--- src/rtl/pq_rd_cmd_seq_if.sv ---
// Client-side bundle between the command sequencer and its neighbours:
// command source, response sink and the priority-queue client port.
interface pq_rd_cmd_seq_if #(
  parameter int KEY_W = 8,
  parameter int VAL_W = 8
);
  localparam int KV_W = KEY_W + VAL_W;

  logic            cmd_valid;
  logic            cmd_ready;
  logic            cmd_op;
  logic [KV_W-1:0] cmd_kv;

  logic            rsp_valid;
  logic            rsp_ready;
  logic [KV_W-1:0] rsp_kv;
  logic            rsp_err;

  logic            pq_replace;
  logic            pq_deq;
  logic [KV_W-1:0] pq_kvi;
  logic            pq_full;
  logic            pq_busy;
  logic            pq_empty;
  logic [KV_W-1:0] pq_kvo;

  modport master (
    output cmd_valid, cmd_op, cmd_kv,
    output rsp_ready,
    output pq_full, pq_busy, pq_empty, pq_kvo,
    input  cmd_ready,
    input  rsp_valid, rsp_kv, rsp_err,
    input  pq_replace, pq_deq, pq_kvi
  );

  modport slave (
    input  cmd_valid, cmd_op, cmd_kv,
    input  rsp_ready,
    input  pq_full, pq_busy, pq_empty, pq_kvo,
    output cmd_ready,
    output rsp_valid, rsp_kv, rsp_err,
    output pq_replace, pq_deq, pq_kvi
  );
endinterface

--- src/rtl/pq_rd_cmd_seq.sv ---
// Buffers DEQ/REPLACE commands and issues them one at a time to a
// priority queue, returning the removed top entry on a response port.
module pq_rd_cmd_seq #(
  parameter int KEY_W      = 8,
  parameter int VAL_W      = 8,
  parameter int FIFO_DEPTH = 4,
  parameter int CNT_W      = 16
) (
  input  logic             clk,
  input  logic             rst,
  pq_rd_cmd_seq_if.slave   bus,
  output logic [CNT_W-1:0] ops_issued
);
  localparam int KV_W = KEY_W + VAL_W;
  localparam int AW   = $clog2(FIFO_DEPTH);
  localparam logic [AW:0] FULL = (AW+1)'(FIFO_DEPTH);

  localparam logic [1:0] IDLE  = 2'd0;
  localparam logic [1:0] ISSUE = 2'd1;
  localparam logic [1:0] LAG   = 2'd2;
  localparam logic [1:0] WAIT  = 2'd3;

  logic [1:0]    state;
  logic [KV_W:0] mem [FIFO_DEPTH];
  logic [AW-1:0] wr_ptr;
  logic [AW-1:0] rd_ptr;
  logic [AW:0]   count;
  logic [AW:0]   count_nxt;
  logic [KV_W:0] head;
  logic          push;
  logic          pop;
  logic          rsp_free;
  logic          head_op;

  wire unused_full = bus.pq_full;

  assign head     = mem[rd_ptr];
  assign head_op  = head[KV_W];
  assign rsp_free = !bus.rsp_valid || bus.rsp_ready;
  assign push     = bus.cmd_valid && bus.cmd_ready;
  assign pop      = (state == IDLE) && (count != '0)
                 && !bus.pq_busy && rsp_free;

  always_comb begin
    count_nxt = count;
    unique case ({push, pop})
      2'b10:   count_nxt = count + 1'b1;
      2'b01:   count_nxt = count - 1'b1;
      default: count_nxt = count;
    endcase
  end

  always_ff @(posedge clk) begin
    if (push) mem[wr_ptr] <= {bus.cmd_op, bus.cmd_kv};
  end

  always_ff @(posedge clk) begin
    if (rst) begin
      state          <= IDLE;
      wr_ptr         <= '0;
      rd_ptr         <= '0;
      count          <= '0;
      bus.cmd_ready  <= 1'b0;
      bus.rsp_valid  <= 1'b0;
      bus.rsp_kv     <= '0;
      bus.rsp_err    <= 1'b0;
      bus.pq_replace <= 1'b0;
      bus.pq_deq     <= 1'b0;
      bus.pq_kvi     <= '0;
      ops_issued     <= '0;
    end else begin
      count         <= count_nxt;
      bus.cmd_ready <= (count_nxt != FULL);
      if (push) wr_ptr <= wr_ptr + 1'b1;
      if (pop)  rd_ptr <= rd_ptr + 1'b1;
      if (bus.rsp_ready) bus.rsp_valid <= 1'b0;

      case (state)
        IDLE: begin
          if (pop && bus.pq_empty) begin
            bus.rsp_valid <= 1'b1;
            bus.rsp_err   <= 1'b1;
            bus.rsp_kv    <= '0;
          end else if (pop) begin
            bus.pq_deq     <= !head_op;
            bus.pq_replace <= head_op;
            bus.pq_kvi     <= head_op ? head[KV_W-1:0] : '0;
            state          <= ISSUE;
          end
        end
        ISSUE: begin
          bus.pq_deq     <= 1'b0;
          bus.pq_replace <= 1'b0;
          bus.rsp_valid  <= 1'b1;
          bus.rsp_kv     <= bus.pq_kvo;
          bus.rsp_err    <= 1'b0;
          ops_issued     <= ops_issued + 1'b1;
          state          <= LAG;
        end
        // busy may not be visible yet on the first cycle after issue
        LAG: state <= WAIT;
        default: begin
          if (!bus.pq_busy) state <= IDLE;
        end
      endcase
    end
  end
endmodule
--- src/flat_wrapper.sv ---
// flat-port wrapper written by rule: the top's interface ports become plain ports
module pq_rd_cmd_seq_flat 
#(
  parameter int KEY_W      = 8,
  parameter int VAL_W      = 8,
  parameter int FIFO_DEPTH = 4,
  parameter int CNT_W      = 16
)
  (clk, rst, ops_issued, bus_cmd_valid, bus_cmd_op, bus_cmd_kv, bus_rsp_ready, bus_pq_full, bus_pq_busy, bus_pq_empty, bus_pq_kvo, bus_cmd_ready, bus_rsp_valid, bus_rsp_kv, bus_rsp_err, bus_pq_replace, bus_pq_deq, bus_pq_kvi);
  pq_rd_cmd_seq_if #(.KEY_W(KEY_W), .VAL_W(VAL_W)) bus_i ();
  input  logic clk;
  input  logic rst;
  output logic [CNT_W-1:0] ops_issued;
  input wire logic [$bits(bus_i.cmd_valid)-1:0] bus_cmd_valid;
  input wire logic [$bits(bus_i.cmd_op)-1:0] bus_cmd_op;
  input wire logic [$bits(bus_i.cmd_kv)-1:0] bus_cmd_kv;
  input wire logic [$bits(bus_i.rsp_ready)-1:0] bus_rsp_ready;
  input wire logic [$bits(bus_i.pq_full)-1:0] bus_pq_full;
  input wire logic [$bits(bus_i.pq_busy)-1:0] bus_pq_busy;
  input wire logic [$bits(bus_i.pq_empty)-1:0] bus_pq_empty;
  input wire logic [$bits(bus_i.pq_kvo)-1:0] bus_pq_kvo;
  output wire logic [$bits(bus_i.cmd_ready)-1:0] bus_cmd_ready;
  output wire logic [$bits(bus_i.rsp_valid)-1:0] bus_rsp_valid;
  output wire logic [$bits(bus_i.rsp_kv)-1:0] bus_rsp_kv;
  output wire logic [$bits(bus_i.rsp_err)-1:0] bus_rsp_err;
  output wire logic [$bits(bus_i.pq_replace)-1:0] bus_pq_replace;
  output wire logic [$bits(bus_i.pq_deq)-1:0] bus_pq_deq;
  output wire logic [$bits(bus_i.pq_kvi)-1:0] bus_pq_kvi;
  assign bus_i.cmd_valid = bus_cmd_valid;
  assign bus_i.cmd_op = bus_cmd_op;
  assign bus_i.cmd_kv = bus_cmd_kv;
  assign bus_i.rsp_ready = bus_rsp_ready;
  assign bus_i.pq_full = bus_pq_full;
  assign bus_i.pq_busy = bus_pq_busy;
  assign bus_i.pq_empty = bus_pq_empty;
  assign bus_i.pq_kvo = bus_pq_kvo;
  assign bus_cmd_ready = bus_i.cmd_ready;
  assign bus_rsp_valid = bus_i.rsp_valid;
  assign bus_rsp_kv = bus_i.rsp_kv;
  assign bus_rsp_err = bus_i.rsp_err;
  assign bus_pq_replace = bus_i.pq_replace;
  assign bus_pq_deq = bus_i.pq_deq;
  assign bus_pq_kvi = bus_i.pq_kvi;
  pq_rd_cmd_seq #(.KEY_W(KEY_W), .VAL_W(VAL_W), .FIFO_DEPTH(FIFO_DEPTH), .CNT_W(CNT_W)) u_core (.clk(clk), .rst(rst), .bus(bus_i), .ops_issued(ops_issued));
endmodule
--- config.mk ---
export PLATFORM = sky130hd
export DESIGN_NAME = pq_rd_cmd_seq_flat
export DESIGN_NICKNAME = d
export VERILOG_FILES = /design/src/rtl/pq_rd_cmd_seq_if.sv /design/src/rtl/pq_rd_cmd_seq.sv /design/src/flat_wrapper.sv
export SDC_FILE = /design/constraint.sdc
export NUM_CORES = 1
export LEC_CHECK = 0
export ABC_AREA = 1
export BUFFER_PORTS_ARGS = -buffer_cell sky130_fd_sc_hd__buf_4
export CORE_AREA = 3 3 115 117
export CTS_BUF_LIST = sky130_fd_sc_hd__clkbuf_8
export DETAILED_ROUTE_END_ITERATION = 10
export DIE_AREA = 0 0 118 120
export PLACE_DENSITY = 0.74
export SLEW_MARGIN = 10
export SYNTH_ARGS = -nofsm -noshare
export SYNTH_HDL_FRONTEND = slang
export SYNTH_SLANG_ARGS = --single-unit
--- constraint.sdc ---
create_clock -name clk -period 3 [get_ports clk]
set_clock_uncertainty 0.2 [all_clocks]
set_input_delay 0.9 -clock clk [delete_from_list [all_inputs] [get_ports clk]]
set_output_delay 0.9 -clock clk [all_outputs]
set_load 0.05 [all_outputs]
Yosys cells after proc, flatten, opt, wreduce, memory -nomap -nowiden
Memories as Yosys holds them, arrays and structs flattened. A register that Yosys moved wholly into a read port is not among the register bits. Index checks and enable logic that the tools add are counted. Widths: inputs -> output; s select.

Eq/ne operators: 9. Muxes and demuxes: 23. Reduce and logical (&&, ||, !) cells: 16. Bitwise operators: 1. $add $sub $neg: 5.

Operators with widths (number): $mux 16 (2); $pmux 16 s2 (1); $add 16x1->16 const B (1); $mux 2 (5); $mux 1 (9); $reduce_and 3->1 (3); $pmux 1 s2 (4); $pmux 2 s3 (1); $pmux 3 s2 (1); $logic_and 1x1->1 (5); $add 2x1->2 const B (2); $eq 2x1->1 const B (2); $eq 2x2->1 const B (2); $ne 2x2->1 const B (2); $ne 4x1->1 const B (1); $add 3x1->3 const B (1); $logic_not 1->1 (3); $ne 3x3->1 const B (1); $reduce_bool 3->1 (1); $sub 3x1->3 const B (1); $logic_not 2->1 (1); $ne 2x1->1 const B (1); $reduce_and 2->1 (1); $reduce_bool 2->1 (1); other kinds (2) (2).

RAM bits: 68. Bits of input ports: 40. Word-level logic and storage cells: 67. Bits in registers: 62. Memories: 1.

Memories: u_core.mem (depth 4, width 17, rd ports 1, clocked after memory_dff 1, write ports 1, RTL line pq_rd_cmd_seq.sv:24) `logic [KV_W:0] mem [FIFO_DEPTH];`.

Longest topological paths before layout
Gate-level depths: netlist of the first run.

Depth in word-level cells: 7. Depth in mapped cells: 15. Depth with buffers taken out: 15.

Worst setup path after synthesis of the first run
No wires, ideal clock.

Path kind: in2reg. Start: input port bus_pq_busy. End: register u_core.bus.cmd_ready. Stages: 12. Arrival: 2383 ps. Path slack: 289 ps. Required time: 2672 ps. Setup time: 128 ps. Cell sequence: inv_1 -> nand2_1 -> nor2_2 -> nand2_1 -> inv_1 -> ha_1 -> inv_1 -> fa_1 -> nand2_1 -> o21ai_0 -> a21oi_1 -> o21bai_1.

Longest elaborated chain between the ends: 6. Elaborated cells between the ends (all ways): 7. Those cells by class: eq/ne: 3; mux: 1; reduce/logical: 3.

Ends and longest elaborated chain: from (decl) (RTL line flat_wrapper.sv:19) `input wire logic [$bits(bus_i.pq_busy)-1:0] bus_pq_busy;`; $logic_not 1->1 (*) (RTL line pq_rd_cmd_seq.sv:42) `&& !bus.pq_busy && rsp_free;`; $logic_and 1x1->1 (*) (2 in series) (RTL line pq_rd_cmd_seq.sv:42); named net u_core.pop (RTL line pq_rd_cmd_seq.sv:31) `logic pop;`; $eq 2x1->1 / $eq 2x2->1 (equally long branches) (RTL line pq_rd_cmd_seq.sv:46) `unique case ({push, pop})`; $pmux 3 s2 (*) (RTL line pq_rd_cmd_seq.sv:46); $ne 3x3->1 (*) (RTL line pq_rd_cmd_seq.sv:73) `bus.cmd_ready <= (count_nxt != FULL);`; to (signal assigned) (RTL line pq_rd_cmd_seq.sv:73); to (decl) (RTL line pq_rd_cmd_seq_if.sv:40) `output cmd_ready,`.

The timed path passes the listed nets; every way through them passes the cells marked *. A chain may end at the register's enable or synchronous reset.

Worst setup path in the final report of the first run
Start: register u_core.state[0]. End: register u_core.bus.cmd_ready.

Longest elaborated chain between the ends: 7. Elaborated cells between the ends (all ways): 8. Those cells by class: eq/ne: 3; mux: 1; reduce/logical: 4.

Ends and longest elaborated chain: from (decl) (RTL line pq_rd_cmd_seq.sv:23) `logic [1:0] state;`; from (signal assigned) (RTL line pq_rd_cmd_seq.sv:59) `state <= IDLE;`; from (signal assigned) (RTL line pq_rd_cmd_seq.sv:88) `state <= ISSUE;`; from (signal assigned) (RTL line pq_rd_cmd_seq.sv:98) `state <= LAG;`; $logic_not 2->1 (*) (RTL line pq_rd_cmd_seq.sv:41) `assign pop = (state == IDLE) && (count != '0)`; $logic_and 1x1->1 (*) (RTL line pq_rd_cmd_seq.sv:41); $logic_and 1x1->1 (*) (2 in series) (RTL line pq_rd_cmd_seq.sv:42); named net u_core.pop (RTL line pq_rd_cmd_seq.sv:31); $eq 2x1->1 / $eq 2x2->1 (equally long branches) (RTL line pq_rd_cmd_seq.sv:46); $pmux 3 s2 (*) (RTL line pq_rd_cmd_seq.sv:46); $ne 3x3->1 (*) (RTL line pq_rd_cmd_seq.sv:73).

Marks and branches as above.

==> results of run 1 <==
-- registers in the layout, summed over array words and instances, names as in the netlist, named ones only --
register,cells
u_core.mem,68
u_core.bus.rsp_kv,16
u_core.bus.cmd_ready,1
u_core.bus.pq_kvi,16
u_core.rd_ptr,2
u_core.bus.pq_deq,1
u_core.wr_ptr,2
u_core.ops_issued,16
u_core.count,3
u_core.state,2
u_core.bus.rsp_err,1
u_core.bus.pq_replace,1
u_core.bus.rsp_valid,1
-- final cells by class --
class / count / area (um2) / area share
Tap cell: 172 / 215.2 / 0.03037
Clock inverter: 13 / 190.2 / 0.02684
Clock buffer: 19 / 261.5 / 0.03690
Sequential cell: 132 / 3323 / 0.4689
Inverter: 68 / 255.2 / 0.03602
Timing Repair Buffer: 103 / 773.2 / 0.1091
Multi-Input combinational cell: 454 / 2068 / 0.2918
-- power breakdown --
part	internal [mW]	switching, mW
combinational	0.723	1.56
clock	1.02	0.649
sequential	2.19	0.140
total	3.93	2.35
-- layout by cell type, fill, tap and decap left out, types with 8 or more instances in the layout --
cell,count
dfxtp_1,64
clkbuf_8,19
buf_4,103
inv_1,68
nand2_1,243
a21oi_1,19
nand3b_1,17
nor2_1,100
edfxtp_1,68
o21ai_0,8
nand3_1,15
ha_1,9
a22oi_1,16
-- cell families after synthesis --
group / share of synthesized area
xor gates and xnor gates: 0.007528
adders and majority gates: 0.02280
DFF: 0.5712
AOI/OAI and AO/OA: 0.04753
buffers and inverters: 0.07333
and+or+nand+nor: 0.2776
-- how the worst min path moves through the flow --
stage	from	slack, ps	end	cells past startpoint
3_5_place_dp	u_core.rd_ptr[0]$_SDFFE_PP0P_	280	u_core.rd_ptr[0]$_SDFFE_PP0P_	1
2_1_floorplan	u_core.rd_ptr[0]$_SDFFE_PP0P_	250	flop	1
4_1_cts	u_core.bus.rsp_err$_SDFFE_PP0P_	290	u_core.bus.rsp_err$_SDFFE_PP0P_	2
3_3_place_gp	u_core.rd_ptr[0]$_SDFFE_PP0P_	270	u_core.rd_ptr[0]$_SDFFE_PP0P_	1
6_report	u_core.rd_ptr[0]$_SDFFE_PP0P_	290	u_core.rd_ptr[0]$_SDFFE_PP0P_	1
5_1_grt	u_core.bus.rsp_err$_SDFFE_PP0P_	300	u_core.bus.rsp_err$_SDFFE_PP0P_	2
-- routing by layer --
metal	vias to the layer above	track usage	wire length, um
met1	2145	0.2087	5289
met5	-	0	0
li1	2343	-	-
met3	25	0.04430	466
met2	91	0.3187	6371
met4	0	0.09451	336
-- worst max-delay path: stages (launching register included) --
cell and delay, ps:
dfxtp_1 340, inv_1 100, ha_1 210, nand2_1 80
nor2_2 130, nand2_1 70, inv_1 80, ha_1 160
inv_1 70, fa_1 500, nand2_1 50, o21ai_0 100
a21oi_1 100, o21bai_1 170
-- through the flow --
step / util / power, mW
finish: 0.5685 / 6.286
global route: 0.5685 / 6.696
global placement: 0.5323 / 4.582
detailed placement: 0.5323 / 4.651
floorplan: - / 4.085
CTS: 0.5685 / 6.327
==> metrics.txt, run 1 <==
status finished, final reports clean; clock root buffer clkbuf_8; final non-filler cell total 961; number of setup buffers added after CTS 0; post-layout min period between 2000 and 2500 ps; Post-synth EDFFs between 60 and 70; most common cell in the netlist nand2_1; FFs w/ async S/R, synth 0; Finished Cell Area 7087 um2; hold-fix buffers at CTS 0; pin count of the biggest net entering global routing about 50; Final setup viols 0; vias in the first global route roughly 4,600; Post-Route WL 12.46 mm; Synth warnings 0; # nets final approximately 830; unrepaired setup endpoints after global routing false; Crit. End Element flop; ANT nets after route 0; initial antenna violation count 0; clk slew on worst S/H paths roughly 70 ps; Placer Congestion 0.8357; Die X ~120 um; number of CTS-inserted buffers 17; slew at the pin closest to its max-slew limit ~640 ps; post-synth cell types 31; Worst Hold Class reg -> reg; Setup crit start u_core.state[0]$_SDFFE_PP0P_; Seq/Total Area, Yosys 0.5712; GRT Total Usage 0.1826; ys flop type edfxtp_1; Mean Syn Cell Area between 8 and 9 um2; post-route setup TNS 0 ps; Worst Setup Start Kind flop; final worst slack slightly above 500 ps; vias per cell about 4.8; CTS tree built; WP data arrival ~2600 ps; top-area cell type share of the netlist area 0.3510; LEAKAGE 3.256 nW; first-pass GRT wire length slightly above 20 mm; DRC viols 0; Power Dens Cells between 800 and 900 nW/um2; diode count 0; r2r startpoint u_core.state[0]$_SDFFE_PP0P_; VDD IR-drop max approximately 0.00048 V; vias after detailed routing about 4,600; post-synthesis cell count 685; initial core utilization 0.4667; Fin. Hold Viols 0; cell area after synthesis 5818 um2; Area after DPL 6635 um2; drt first-iter violations around 270; max-slew violations 0; DIE HEIGHT between 100 and 150 um; Placed Instances approximately 930; r2r setup slk between 500 and 600 ps; hold_ws between 200 and 300 ps; DR WL/cell ~13 um; slew margin rel. 0.5734; Final period util 0.8269; Place WS between 100 and 150 ps; # port buffers 91; GRT overflow 0; R2R depth 13; Cell Rows 41; die area around 14,000 um2; Max Freq slightly above 0.4 GHz; Clock Sinks roughly 130; post-CTS sizing 0; Clock Path Buffers 2; CP required 3110 ps; layout cells sized above 1 0.1787; total of max-cap violations 0; synth cell count leaders nand2_1 (243), nor2_1 (100), edfxtp_1 (68); Crit Path Max Fanout 3; FF-to-FF End u_core.bus.cmd_ready$_SDFF_PP0_; register bit total from synthesis 132; hpwl dp 8.173 mm; first-pass detailed-route iteration total 5; H-Tree Depth 4; most area-hungry cell type in the Yosys netlist edfxtp_1; CP Class reg -> reg; clk_lat worst skew around 430 ps; Filler Cell Count 1,095; core footprint ~12,000 um2; post-synthesis net count 735; Synth area leaders edfxtp_1 (35%), dfxtp_1 (22%), nand2_1 (16%); P&R area growth vs syn 21.81%; Critical path destination u_core.bus.cmd_ready$_SDFF_PP0_; num ports 93
Power figures use the tool's default switching activity.
==> run 2: changes to the inputs <==
--- a/config.mk
+++ b/config.mk
@@ -11,7 +11,7 @@
 export CTS_BUF_LIST = sky130_fd_sc_hd__clkbuf_8
 export DETAILED_ROUTE_END_ITERATION = 10
 export DIE_AREA = 0 0 118 120
-export PLACE_DENSITY = 0.74
+export PLACE_DENSITY = 0.77
 export SLEW_MARGIN = 10
 export SYNTH_ARGS = -nofsm -noshare
 export SYNTH_HDL_FRONTEND = slang
==> constraint.sdc (replaced) <==
create_clock -name clk -period 2 [get_ports clk]
set_clock_uncertainty 0.2 [all_clocks]
set_input_delay 0.6 -clock clk [delete_from_list [all_inputs] [get_ports clk]]
set_output_delay 0.6 -clock clk [all_outputs]
set_load 0.05 [all_outputs]
==> run 2 against run 1 <==
Against the previous run: the flow now finishes with violations (negative setup slack); die area stayed put; sequential cell count is the same; utilization rose by 2.2 points; via count increased by 0.59%; first-iteration DRC count is 20% higher.
==> metrics.txt, run 2 (synthesized netlist as in run 1, its figures left out) <==
CP required 2120 ps (was 3110 ps); vias in the first global route 4,304 (was 4,612); switching pwr 3.690 mW (was 2.352 mW); failing checks negative setup slack; # port buffers 91 (unchanged); ANT nets after route 0 (unchanged); # nets final 852 (was 826); Die X 118 um (unchanged); initial antenna violation count 0 (unchanged); Post-Route WL 12.19 mm (was 12.46 mm); unrepaired setup endpoints after global routing true (was false); CTS tree built (unchanged); CP Buf/Inv Count 3 (unchanged); max incr delay on CP 520 ps (was 500 ps); vias per cell 4.692 (was 4.791); Max Freq 0.4597 GHz (was 0.4031 GHz); DIE HEIGHT 120 um (unchanged); Filler Cell Count 1,076 (was 1,095); cell family with most CP delay adder cells (unchanged); GRT overflow 0 (unchanged); Final period util 1.088 (was 0.8269); VDD IR-drop max 0.0008691 V (was 0.0004773 V); Setup crit start u_core.state[0]$_SDFFE_PP0P_ (unchanged); r2r startpoint u_core.state[0]$_SDFFE_PP0P_ (unchanged); DRC viols 0 (unchanged); most frequent cells in the layout nand2_1 (240), buf_4 (122), nor2_1 (95), edfxtp_1 (68), dfxtp_1 (60) (was nand2_1 (243), buf_4 (103), nor2_1 (100), inv_1 (68), edfxtp_1 (68)); GRT Total Usage 0.1783 (was 0.1826); R2R depth 13 (unchanged); clock root buffer clkbuf_8 (unchanged); slew at the pin closest to its max-slew limit 402.7 ps (was 637.6 ps); total of max-cap violations 0 (unchanged); die area 14,160 um2 (unchanged); Multi-input gate area 2145 um2 (was 2068 um2); Slowest-stage cell, CP fa_2 (was fa_1); Most flops, register u_core.mem (unchanged); Area after DPL 6915 um2 (was 6635 um2); clk slew on worst S/H paths 70 ps (about the same); diode count 0 (unchanged); final worst slack -175.2 ps (was 519.3 ps); max reg flops 68 (unchanged); sw frac 0.3933 (was 0.3741); max-slew violations 0 (unchanged); LEAKAGE 3.347 nW (was 3.256 nW); DR WL/cell 12.35 um (was 12.97 um); crit path cell chain inv_2 -> ha_4 -> nand2_4 -> nor2_4 -> nand2_2 -> inv_4 -> ha_4 -> inv_2 -> fa_2 -> nand2_1 -> o21ai_2 -> a21oi_1 -> o21bai_1 (was inv_1 -> ha_1 -> nand2_1 -> nor2_2 -> nand2_1 -> inv_1 -> ha_1 -> inv_1 -> fa_1 -> nand2_1 -> o21ai_0 -> a21oi_1 -> o21bai_1); Worst Hold Class in -> reg (was reg -> reg); Crit. End Element flop (unchanged); cell count along the critical path 13 (unchanged); num ports 93 (unchanged); r2r setup slk -180 ps (was 520 ps); FF-to-FF End u_core.bus.cmd_ready$_SDFF_PP0_ (unchanged); FF+latch area 3328 um2 (was 3323 um2); H-Tree Depth 4 (unchanged); Placer Congestion 0.7880 (was 0.8357); Critical path destination u_core.bus.cmd_ready$_SDFF_PP0_ (unchanged); WP data arrival 2300 ps (was 2590 ps); Worst Setup Start Kind flop (unchanged); status complete, but fails checks (was finished, final reports clean); Total Power 9.381 mW (was 6.286 mW); pin count of the biggest net entering global routing 37 (was 51); commonest non-fill, non-tap cell in the layout nand2_1 (unchanged); drt first-iter violations 330 (was 274); Power Dens Cells 1273 nW/um2 (was 887.0 nW/um2); cell internal pwr 5.691 mW (was 3.934 mW); vias after detailed routing 4,631 (was 4,604); Fin. Hold Viols 0 (unchanged); Util after Layout 0.5910 (was 0.5685); Comb pwr share 0.419 (was 0.364); clk_lat worst skew 430 ps (about the same); Placed Instances 947 (was 929); number of CTS-inserted buffers 17 (unchanged); slew margin rel. 0.7312 (was 0.5734); Clock Sinks 132 (unchanged); CP Class reg -> reg (unchanged); Sequential Power Share 0.373 (was 0.371); Clock Path Buffers 2 (unchanged); Crit Path Max Fanout 2 (was 3); core footprint 12,470 um2 (unchanged); initial core utilization 0.4667 (unchanged); Clk pwr share 0.209 (was 0.265); first-pass detailed-route iteration total 5 (unchanged); hold-fix buffers at CTS 0 (unchanged); hpwl dp 8.049 mm (was 8.173 mm); Finished Cell Area 7367 um2 (was 7087 um2); Final setup viols 3 (was 0); post-route setup TNS -400.7 ps (was 0 ps); P&R area growth vs syn 26.62% (was 21.81%); Cell Rows 41 (unchanged); final non-filler cell total 987 (was 961); post-layout min period 2175 ps (was 2481 ps); first-pass GRT wire length 20.24 mm (was 20.80 mm); layout cells sized above 1 0.2393 (was 0.1787)
[run 2: cell count changes in the layout (fill, tap and decap cells not counted), moves of 5 or more]
cell,change
buf_4,+19
inv_1,-9
buf_12,+7
clkinvlp_4,+5
inv_2,+5
nor2_1,-5
[run 2: worst min-delay path by stage]
stage,start,end,slack [ps],depth (start not counted)
after floorplan,u_core.rd_ptr[0]$_SDFFE_PP0P_,flop,250,1
after global placement,u_core.bus.rsp_err$_SDFFE_PP0P_,u_core.bus.rsp_err$_SDFFE_PP0P_,270,2
after detailed placement,u_core.rd_ptr[0]$_SDFFE_PP0P_,flop,270,1
after CTS,bus_cmd_kv[5],u_core.mem[1][5]$_DFFE_PP_,130,1
after global routing,bus_cmd_kv[11],u_core.mem[3][11]$_DFFE_PP_,140,1
final,bus_cmd_kv[5],u_core.mem[1][5]$_DFFE_PP_,170,1
[run 2: power groups by stage]
stage | Sequential (mW) | Clock, mW | Combinational (mW)
2_1_floorplan | 4.29 | 0 | 1.91
3_3_place_gp | 3.53 | 0 | 3.68
3_5_place_dp | 3.54 | 0 | 3.74
4_1_cts | 3.49 | 2.01 | 3.88
5_1_grt | 3.54 | 2.13 | 4.36
6_report | 3.50 | 1.96 | 3.93
[run 2: layer usage]
layer	part of all wire	GRT usage	wire length [um]
met4	0.013	0.07619	155
met5	0	0	0
met3	0.039	0.03864	478
met2	0.51	0.3029	6226
met1	0.44	0.2204	5333
[run 2: timing repair]
action	4_1_cts	5_1_grt
gates resized for setup	6	10
endpoints found under the setup margin	3	10
buffers inserted	6	2
pin swaps	8	7
[run 2: final cells by class]
type | count | area share
Inverter | 68 | 0.03668
Clock buffer | 17 | 0.03176
Timing Repair Buffer | 129 | 0.1433
Clock inverter | 15 | 0.01613
Multi-Input combinational cell | 454 | 0.2911
Tap cell | 172 | 0.02921
Sequential cell | 132 | 0.4518
[run 2: through the flow]
step                      setup slack [ps]  hold WS [ps]
after detailed placement            -465.1         269.6
after global placement              -417.9         266.9
after global routing                -289.2         136.7
after floorplan                     -253.5         254.0
after CTS                           -142.2         133.3
final                               -175.2         168.1
